===== src/rtl/dice_race_pkg.sv =====
// Shared types for the dice race game: colour codes, qualifier FSM states
// and the colour-to-steps mapping.
package dice_race_pkg;

    localparam int CNT_W = 4;

    typedef enum logic [1:0] {
        RED   = 2'd0,
        GREEN = 2'd1,
        BLUE  = 2'd2,
        NONE  = 2'd3
    } color_e;

    typedef enum logic [2:0] {
        IDLE       = 3'd0,
        WAIT_WHITE = 3'd1,
        ARMED      = 3'd2,
        CONFIRM    = 3'd3,
        REPORT     = 3'd4
    } state_e;

    function automatic logic [2:0] color_steps(color_e c);
        case (c)
            RED:     return 3'd1;
            GREEN:   return 3'd2;
            BLUE:    return 3'd3;
            default: return 3'd0;
        endcase
    endfunction

endpackage


===== src/rtl/frame_streak_counter.sv =====
// Saturating consecutive-match counter: clear wins over load (restart at 1),
// load wins over increment; increments stop at STABLE_FRAMES.
module frame_streak_counter
    import dice_race_pkg::*;
#(
    parameter int STABLE_FRAMES = 4
) (
    input  logic             clk,
    input  logic             reset,
    input  logic             clear,
    input  logic             load,
    input  logic             inc,
    output logic [CNT_W-1:0] count
);

    localparam logic [CNT_W-1:0] SAT = CNT_W'(STABLE_FRAMES);

    always_ff @(posedge clk or negedge reset) begin
        if (!reset) begin
            count <= '0;
        end else if (clear) begin
            count <= '0;
        end else if (load) begin
            count <= CNT_W'(1);
        end else if (inc && count != SAT) begin
            count <= count + 1'b1;
        end
    end

endmodule


===== src/rtl/dice_roll_qualifier.sv =====
// Qualifies a dice roll from colour-detector frames: wait for an empty tray,
// then require STABLE_FRAMES agreeing colour frames before reporting.
module dice_roll_qualifier
    import dice_race_pkg::*;
#(
    parameter int          STABLE_FRAMES  = 4,
    parameter logic [15:0] CONF_MIN       = 16'd2000,
    parameter int          TIMEOUT_CYCLES = 25_000_000
) (
    input  logic        clk,
    input  logic        reset,
    input  logic        enable,
    input  logic        result_ready,
    input  logic [1:0]  stable_color,
    input  logic        white_stable,
    input  logic [15:0] stable_confidence,
    input  logic        dice_ack,
    output logic        dice_valid,
    output logic [1:0]  dice_value,
    output logic [2:0]  dice_steps,
    output logic        timeout_pulse,
    output logic [2:0]  fsm_state
);

    localparam int               CYC_W       = (TIMEOUT_CYCLES > 1) ? $clog2(TIMEOUT_CYCLES) : 1;
    localparam logic [CYC_W-1:0] CYC_LAST    = CYC_W'(TIMEOUT_CYCLES - 1);
    localparam logic [CNT_W-1:0] STREAK_LAST = CNT_W'(STABLE_FRAMES - 1);
    localparam bit               ONE_FRAME   = (STABLE_FRAMES == 1);

    state_e             state;
    color_e             latched;
    logic [CYC_W-1:0]   cyc_cnt;
    logic [CNT_W-1:0]   white_cnt;
    logic [CNT_W-1:0]   colour_cnt;
    color_e             frame_color;
    logic               white_frame;
    logic               colour_frame;
    logic               same_colour;
    logic               timeout_hit;
    logic               w_clear;
    logic               w_inc;
    logic               c_clear;
    logic               c_load;
    logic               c_inc;

    assign frame_color  = color_e'(stable_color);
    assign white_frame  = result_ready && white_stable;
    assign colour_frame = result_ready && !white_stable && (frame_color != NONE)
                          && (stable_confidence >= CONF_MIN);
    assign same_colour  = colour_frame && (frame_color == latched);
    // A frame arriving on the last cycle beats the timeout.
    assign timeout_hit  = (state == CONFIRM) && !result_ready && (cyc_cnt == CYC_LAST);

    assign w_clear = !enable || (state != WAIT_WHITE) || (result_ready && !white_stable);
    assign w_inc   = (state == WAIT_WHITE) && white_frame;

    assign c_clear = !enable || !((state == ARMED) || (state == CONFIRM))
                     || ((state == CONFIRM) && (white_frame || timeout_hit));
    assign c_load  = colour_frame && ((state == ARMED) || ((state == CONFIRM) && !same_colour));
    assign c_inc   = (state == CONFIRM) && same_colour;

    frame_streak_counter #(.STABLE_FRAMES(STABLE_FRAMES)) u_white_streak (
        .clk   (clk),
        .reset (reset),
        .clear (w_clear),
        .load  (1'b0),
        .inc   (w_inc),
        .count (white_cnt)
    );

    frame_streak_counter #(.STABLE_FRAMES(STABLE_FRAMES)) u_colour_streak (
        .clk   (clk),
        .reset (reset),
        .clear (c_clear),
        .load  (c_load),
        .inc   (c_inc),
        .count (colour_cnt)
    );

    assign fsm_state = state;

    always_ff @(posedge clk or negedge reset) begin
        if (!reset) begin
            state         <= IDLE;
            latched       <= RED;
            cyc_cnt       <= '0;
            dice_valid    <= 1'b0;
            dice_value    <= '0;
            dice_steps    <= '0;
            timeout_pulse <= 1'b0;
        end else begin
            timeout_pulse <= 1'b0;
            cyc_cnt       <= '0;
            if (!enable) begin
                state      <= IDLE;
                dice_valid <= 1'b0;
                dice_value <= '0;
                dice_steps <= '0;
            end else begin
                case (state)
                    IDLE: state <= WAIT_WHITE;
                    WAIT_WHITE: begin
                        if (white_frame && white_cnt == STREAK_LAST) state <= ARMED;
                    end
                    ARMED: begin
                        if (colour_frame) begin
                            latched <= frame_color;
                            if (ONE_FRAME) begin
                                state      <= REPORT;
                                dice_valid <= 1'b1;
                                dice_value <= frame_color;
                                dice_steps <= color_steps(frame_color);
                            end else begin
                                state <= CONFIRM;
                            end
                        end
                    end
                    CONFIRM: begin
                        if (white_frame) begin
                            state <= ARMED;
                        end else if (colour_frame) begin
                            latched <= frame_color;
                            if ((same_colour && colour_cnt == STREAK_LAST) || (!same_colour && ONE_FRAME)) begin
                                state      <= REPORT;
                                dice_valid <= 1'b1;
                                dice_value <= frame_color;
                                dice_steps <= color_steps(frame_color);
                            end
                        end else if (timeout_hit) begin
                            timeout_pulse <= 1'b1;
                            state         <= ARMED;
                        end else if (!result_ready) begin
                            cyc_cnt <= cyc_cnt + 1'b1;
                        end
                    end
                    REPORT: begin
                        // Frames arriving here are dropped; only the ack matters.
                        if (dice_ack) begin
                            state      <= WAIT_WHITE;
                            dice_valid <= 1'b0;
                            dice_value <= '0;
                            dice_steps <= '0;
                        end
                    end
                    default: state <= IDLE;
                endcase
            end
        end
    end

endmodule


===== config.mk =====
export PLATFORM = sky130hd
export DESIGN_NAME = dice_roll_qualifier
export DESIGN_NICKNAME = d
export VERILOG_FILES = /design/src/rtl/dice_race_pkg.sv /design/src/rtl/frame_streak_counter.sv /design/src/rtl/dice_roll_qualifier.sv
export SDC_FILE = /design/constraint.sdc
export NUM_CORES = 1
export LEC_CHECK = 0
export BUFFER_PORTS_ARGS = -buffer_cell sky130_fd_sc_hd__buf_2
export CORE_AREA = 2 2 82 84
export CTS_CLUSTER_SIZE = 30
export DETAILED_ROUTE_END_ITERATION = 8
export DIE_AREA = 0 0 84 86
export PLACE_DENSITY = 0.61
export SLEW_MARGIN = 10
export SYNTH_ARGS = -nofsm -noshare
export SYNTH_HDL_FRONTEND = slang
export SYNTH_SLANG_ARGS = --single-unit

===== constraint.sdc =====
create_clock -name clk -period 6.1 [get_ports clk]
set_input_delay 0.61 -clock clk [delete_from_list [all_inputs] [get_ports clk]]
set_output_delay 0.61 -clock clk [all_outputs]
set_load 0.02 [all_outputs]

# Yosys cells after proc, flatten, opt, wreduce, memory -nomap -nowiden
# Index checks and enable logic that the tools add are counted.
[word_totals]
ff_bits = 45
inputBits = 24
output_inout_bits = 10
wordCells = 120
[classes]
addsub = 3
magnitude_cmp = 1
eq_ne = 24
n_mux = 47
reduce_logical = 36
[op_table]
columns = ["op", "count"]
rows = [
  ["2-to-1 mux 25 bit", 6],
  ["2-to-1 mux 3 bit", 13],
  ["adder 25 x 1 -> 25 bit (second input constant)", 1],
  ["equality test 25 bit (second input constant)", 1],
  ["2-to-1 mux 4 bit", 5],
  ["greater-or-equal comparator 16 x 11 -> 1 bit (second input constant)", 1],
  ["logical AND 1 bit", 16],
  ["one-hot mux 3 bit (5 select lines)", 1],
  ["2-to-1 mux 2 bit", 7],
  ["inequality test 3 bit (second input constant)", 4],
  ["2-to-1 mux 1 bit", 10],
  ["AND reduction 5 bit", 2],
  ["adder 4 x 1 -> 4 bit (second input constant)", 2],
  ["equality test 4 x 2 -> 1 bit (second input constant)", 2],
  ["inequality test 4 x 3 -> 1 bit (second input constant)", 2],
  ["one-hot mux 2 bit (2 select lines)", 2],
  ["logical OR 1 bit", 7],
  ["equality test 3 x 2 -> 1 bit (second input constant)", 2],
  ["inequality test 3 x 1 -> 1 bit (second input constant)", 2],
  ["inequality test 3 x 2 -> 1 bit (second input constant)", 2],
  ["one-hot mux 2 bit (3 select lines)", 1],
  ["one-hot mux 3 bit (2 select lines)", 1],
  ["zero test 1 bit", 5],
  ["inequality test 5 x 4 -> 1 bit (second input constant)", 1],
  ["13 further kinds", 15],
]

# Depth between registers and ports, before layout
[depth]
word_depth = 11
depth_mapped = 8
ltp_nobuf = 6

# Cells and area by module
# Synthesis repeated with hierarchy kept, for this count alone.
[unflattened]
hier_cells = 264
hier_area_um2 = 2509.9
[by_module_without_submodules]
columns = ["module", "n_inst", "cells_per_inst", "area_per_inst_um2"]
rows = [
  ["dice_roll_qualifier", 1, 212, 2014.4],
  ["frame_streak_counter", 2, 26, 247.7],
]

# Least setup slack after synthesis
# No wires, ideal clock.
[synth_timing]
path_kind = "input -> register"
startpoint = "in result_ready"
endpoint = "reg cyc_cnt[16]"
setup_ns = 0.119
arrival_ns = 1.902
t_required_ns = 5.981
path_slack_ns = 4.079
path_stages = 7
path_buffers = 2
path_cell_list = "and4bb_2 > nand2_1 > or4_1 > buf_2 > nand3_4 > buf_6 > nor2_1"
[synth_via]
elab_chain_len = 8
[synth_lines]
columns = ["element", "line", "text"]
rows = [
  ["start: declaration", "dice_roll_qualifier.sv:13", "input logic result_ready,"],
  ["zero test 1 bit", "-", ""],
  ["logical AND 1 bit (2 in a row)", "dice_roll_qualifier.sv:52", "assign timeout_hit = (state == CONFIRM) && !result_ready && (cyc_cnt == CYC_LAST);"],
  ["2-to-1 mux 25 bit", "dice_roll_qualifier.sv:129", "end else if (timeout_hit) begin"],
  ["2-to-1 mux 25 bit", "dice_roll_qualifier.sv:121", "end else if (colour_frame) begin"],
  ["2-to-1 mux 25 bit (*)", "dice_roll_qualifier.sv:119", "if (white_frame) begin"],
  ["2-to-1 mux 25 bit (*)", "dice_roll_qualifier.sv:100", "case (state)"],
  ["2-to-1 mux 25 bit (*)", "dice_roll_qualifier.sv:94", "if (!enable) begin"],
  ["end signal: assignment", "dice_roll_qualifier.sv:133", "cyc_cnt <= cyc_cnt + 1'b1;"],
  ["end: declaration", "dice_roll_qualifier.sv:32", "logic [CYC_W-1:0] cyc_cnt;"],
]
# Every way passes the cells marked *; elsewhere a longest branch is shown, timed or not.
# A chain may end at the register's enable or synchronous reset.

# Worst setup path after layout
[layout_timing]
startpoint = "reg cyc_cnt[0]"
endpoint = "reg cyc_cnt[2]"
[layout_via]
elab_chain_len = 7
[layout_lines]
columns = ["element", "line"]
rows = [
  ["adder 25 x 1 -> 25 bit / equality test 25 bit (equally long branches)", "dice_roll_qualifier.sv:133, dice_roll_qualifier.sv:52"],
  ["2-to-1 mux 25 bit / logical AND 1 bit (equally long branches)", "dice_roll_qualifier.sv:132, dice_roll_qualifier.sv:52"],
  ["2-to-1 mux 25 bit (*)", "dice_roll_qualifier.sv:129"],
  ["2-to-1 mux 25 bit (*)", "dice_roll_qualifier.sv:121"],
  ["2-to-1 mux 25 bit (*)", "dice_roll_qualifier.sv:119"],
  ["2-to-1 mux 25 bit (*)", "dice_roll_qualifier.sv:100"],
  ["2-to-1 mux 25 bit (*)", "dice_roll_qualifier.sv:94"],
]
# Marked as above.

==> results.md <==
- Post-route minimum period: about 2.2 ns
- R2r endpoint: cyc_cnt[2]
- Worst setup SP type: flop
- CTS tree: yes
- Worst Max-Slew Pin Slew: approximately 1.0 ns
- CTS buffer count: 5
- Register bit count reported by yosys: 44
- Die Ht: approximately 86 um
- Synth Area in XOR/XNOR: a little under a tenth
- Remaining DRCs: 0
- Final Setup Violations: 0
- Post-synthesis net count: between 200 and 300
- Largest net degree at the start of global routing: 45
- Required time worst endpoint: around 6.3 ns
- VDD IR max: roughly 110 uV
- I/O Buffers: 28
- Main combinational cell family by area after synthesis: simple AND/OR/NAND/NOR gates
- Hold Fails Final Rpt: 0
- Post-synthesis sequential area ratio: roughly 44%
- Syn Inst Count: between 200 and 300
- Slew Limit Fails: 0
- Crit path max-delay family: simple AND/OR/NAND/NOR gates
- Setup Buffers After CTS: 0
- CP max stage cell: or4_1
- Reg-to-Reg Start: cyc_cnt[0]
- HPWL after DPL: 3371 um
- Final Util: 43.83%
- Initial Utilization: between 30% and 40%
- Multi-input logic area: 1245 um^2
- Post-synthesis compound-gate area fraction: around 8.4%
- Via count: around 1900
- Syn Std Cell Area: 2476 um^2
- FF/Latch Area: 1101 um^2
- Number of synthesized flops with an enable pin: 0
- Initial antenna violation count: 0
- Power Density: 243.7 nW/um^2
- Fmax: 459.2 MHz
- Vias in the first global route: about 1800
- Synth warnings: 0
- DP Area: about 2700 um^2
- Worst EP arrival: around 2.4 ns
- Area grow syn2layout: 11.12%
- First-pass GRT wire length: 8079 um
- Crit end category: flop
- Fin cells: approximately 370
- Max incr delay on CP: about 0.7 ns
- Critical path, cell by cell: ha_1 > and2_1 > nand2_1 > or4_1 > nand3_4 > nor2_1
- # Max-Cap Violations: 0
- Clock Path Buffers: 2
- Starting DRC count in detailed routing: 86
- NumNets Final: 326
- Most frequent cell after synthesis: dfrtp_1
- Routability cong.: 0.7569
- R2R depth: 6
- Design area: roughly 2800 um^2
- Core footprint: 6277 um^2
- Setup slack, reg-to-reg: 3.92 ns
- Drt first pass iters: 4
- # fillers: approximately 620
- H-tree depth: 2
- I/O pin total: 34
- Synth top area share: between 40% and 50%
- Wire per inst: 12.88 um
- Clk_skew: between 0.008 and 0.009 ns
- Netlist cell types: between 40 and 50
- Post-Route WL: roughly 4800 um
- Worst-Skew Late Latency: 0.30 ns
- Post-synthesis adder-cell area fraction: a little over 4%
- Post-cts repair resize count: 0
- Post-synthesis mux area share: 3.386%
- Layout cells sized above 1: roughly 15%
- Slew HR: about a third
- Area leader, netlist: dfrtp_1
- Synth Flop Type: dfrtp_1
- CTS Hold Bufs: 0
- Critical path type: reg -> reg
- Unrepaired setup endpoints after global routing: false
- Site Rows: 29
- GRT Util Overall: between 10 and 15%
- Antenna cells: 0
- List of most frequent post-synthesis cells: dfrtp_1, nor2_1, xnor2_1
- Grt ovf: 0
- Share of synthesized cell area in and, or, nand and nor gates: between 20% and 30%
- Avg Cell Area, Syn: between 9 and 10 um^2
- Period utilization: 35.70%
- Worst Hold Class: in -> async
- Clock sink total: between 40 and 50
- Lkg Pwr: ~1.1 nW
- Die footprint: around 7200 um^2
- ANT nets after route: 0
- CP max FO: 25
- Run status: finished, final reports clean
- Post-Route Setup TNS: 0 ns
- Die width: roughly 84 um
- Clock-pin transition on the worst setup and hold timing paths: approximately 0.080 ns
- Dpl cells: ~360
- Vias per Instance: around 5
- Async set-reset flop share out of synthesis: between 90% and 100%
- Clk root buf: clkbuf_8
- Top cells by area, synth: dfrtp_1, xnor2_1, nor2_1
- Worst Path Buf+Inv: 0
## report_power, final
group	leakage (nW)	internal, mW	switching [mW]	total, mW
combinational	0.456	0.0566	0.0818	0.138
clock	0.0445	0.0922	0.101	0.193
sequential	0.603	0.312	0.0271	0.339
## how the worst max path moves through the flow
stage / from / cells after the start / end
6_report: cyc_cnt[0] / 6 / cyc_cnt[2]
5_1_grt: cyc_cnt[0] / 6 / cyc_cnt[8]
4_1_cts: cyc_cnt[0] / 6 / cyc_cnt[2]
3_5_place_dp: result_ready / 6 / cyc_cnt[2]
3_3_place_gp: result_ready / 6 / cyc_cnt[19]
2_1_floorplan: result_ready / 7 / cyc_cnt[16]
## sequential cells by signal, indices dropped and copies added (netlist names)
| register | cells |
|---|---|
| cyc_cnt | 25 |
| dice_steps | 2 |
| dice_valid | 1 |
| dice_value | 2 |
| fsm_state | 3 |
| latched | 2 |
| timeout_pulse | 1 |
| u_colour_streak.count | 4 |
| u_white_streak.count | 4 |
## cell type report
type	count	area share, %
repair buffers	28	5.093
well taps	77	3.502
clock buffers	7	3.138
clock inverters	1	0.2729
multi-input cells	195	45.25
inverters	20	2.729
flip-flops and latches	44	40.02
## worst register-to-register path: cells and delay by family (launching register included)
kind | cells | cell delay, ns
simple gates | 5 | 1.42
flops | 1 | 0.41
fa+ha+maj | 1 | 0.23
## metrics by stage
| stage | hold slack [ns] | total power [mW] | worst slack, ns |
|---|---|---|---|
| after detailed placement | 0.4923 | 0.4847 | 3.734 |
| after global routing | 0.5285 | 0.7061 | 3.735 |
| after global placement | 0.4876 | 0.4820 | 3.758 |
| after floorplan | 0.3144 | 0.4422 | 4.079 |
| final | 0.4664 | 0.6706 | 3.922 |
| after CTS | 0.5121 | 0.6794 | 3.895 |
## cells by family (layout without fill, tap and decap cells)
group | count (synthesis) | in the layout
other cells | 1 | 1
buf+inv | 28 | 56
fa+ha+maj | 8 | 8
compound gates | 30 | 30
mux | 8 | 8
xor+xnor | 27 | 27
simple gates | 121 | 121
flops | 44 | 44
## layer usage
layer | GRT usage [%] | vias up | part of all wire, %
met5 | 0 | - | 0
met4 | 4.985 | 0 | 1.3
met3 | 3.369 | 7 | 4.0
met2 | 22.11 | 32 | 45
met1 | 18.25 | 882 | 49
li1 | - | 957 | -
## cells in the final DEF, fill, tap and decap left out, types with 2 or more instances in the layout
cell      instances
dfrtp_1          44
nor2_1           41
buf_2            28
xnor2_1          23
inv_1            20
nand2_1          18
nand3_1          17
ha_1              8
nand4_1           7
o21ai_0           7
nor4_1            6
nor3_1            6
nand2b_1          6
clkbuf_8          6
a21oi_1           5
mux2i_1           5
xor2_1            4
o31ai_1           4
and2_1            3
and4_1            3
or4_1             3
o211ai_1          3
mux2_2            3
and3_1            2
or3_1             2
nor2b_1           2
o21a_1            2
o211a_1           2
Power figures use the tool's default switching activity.
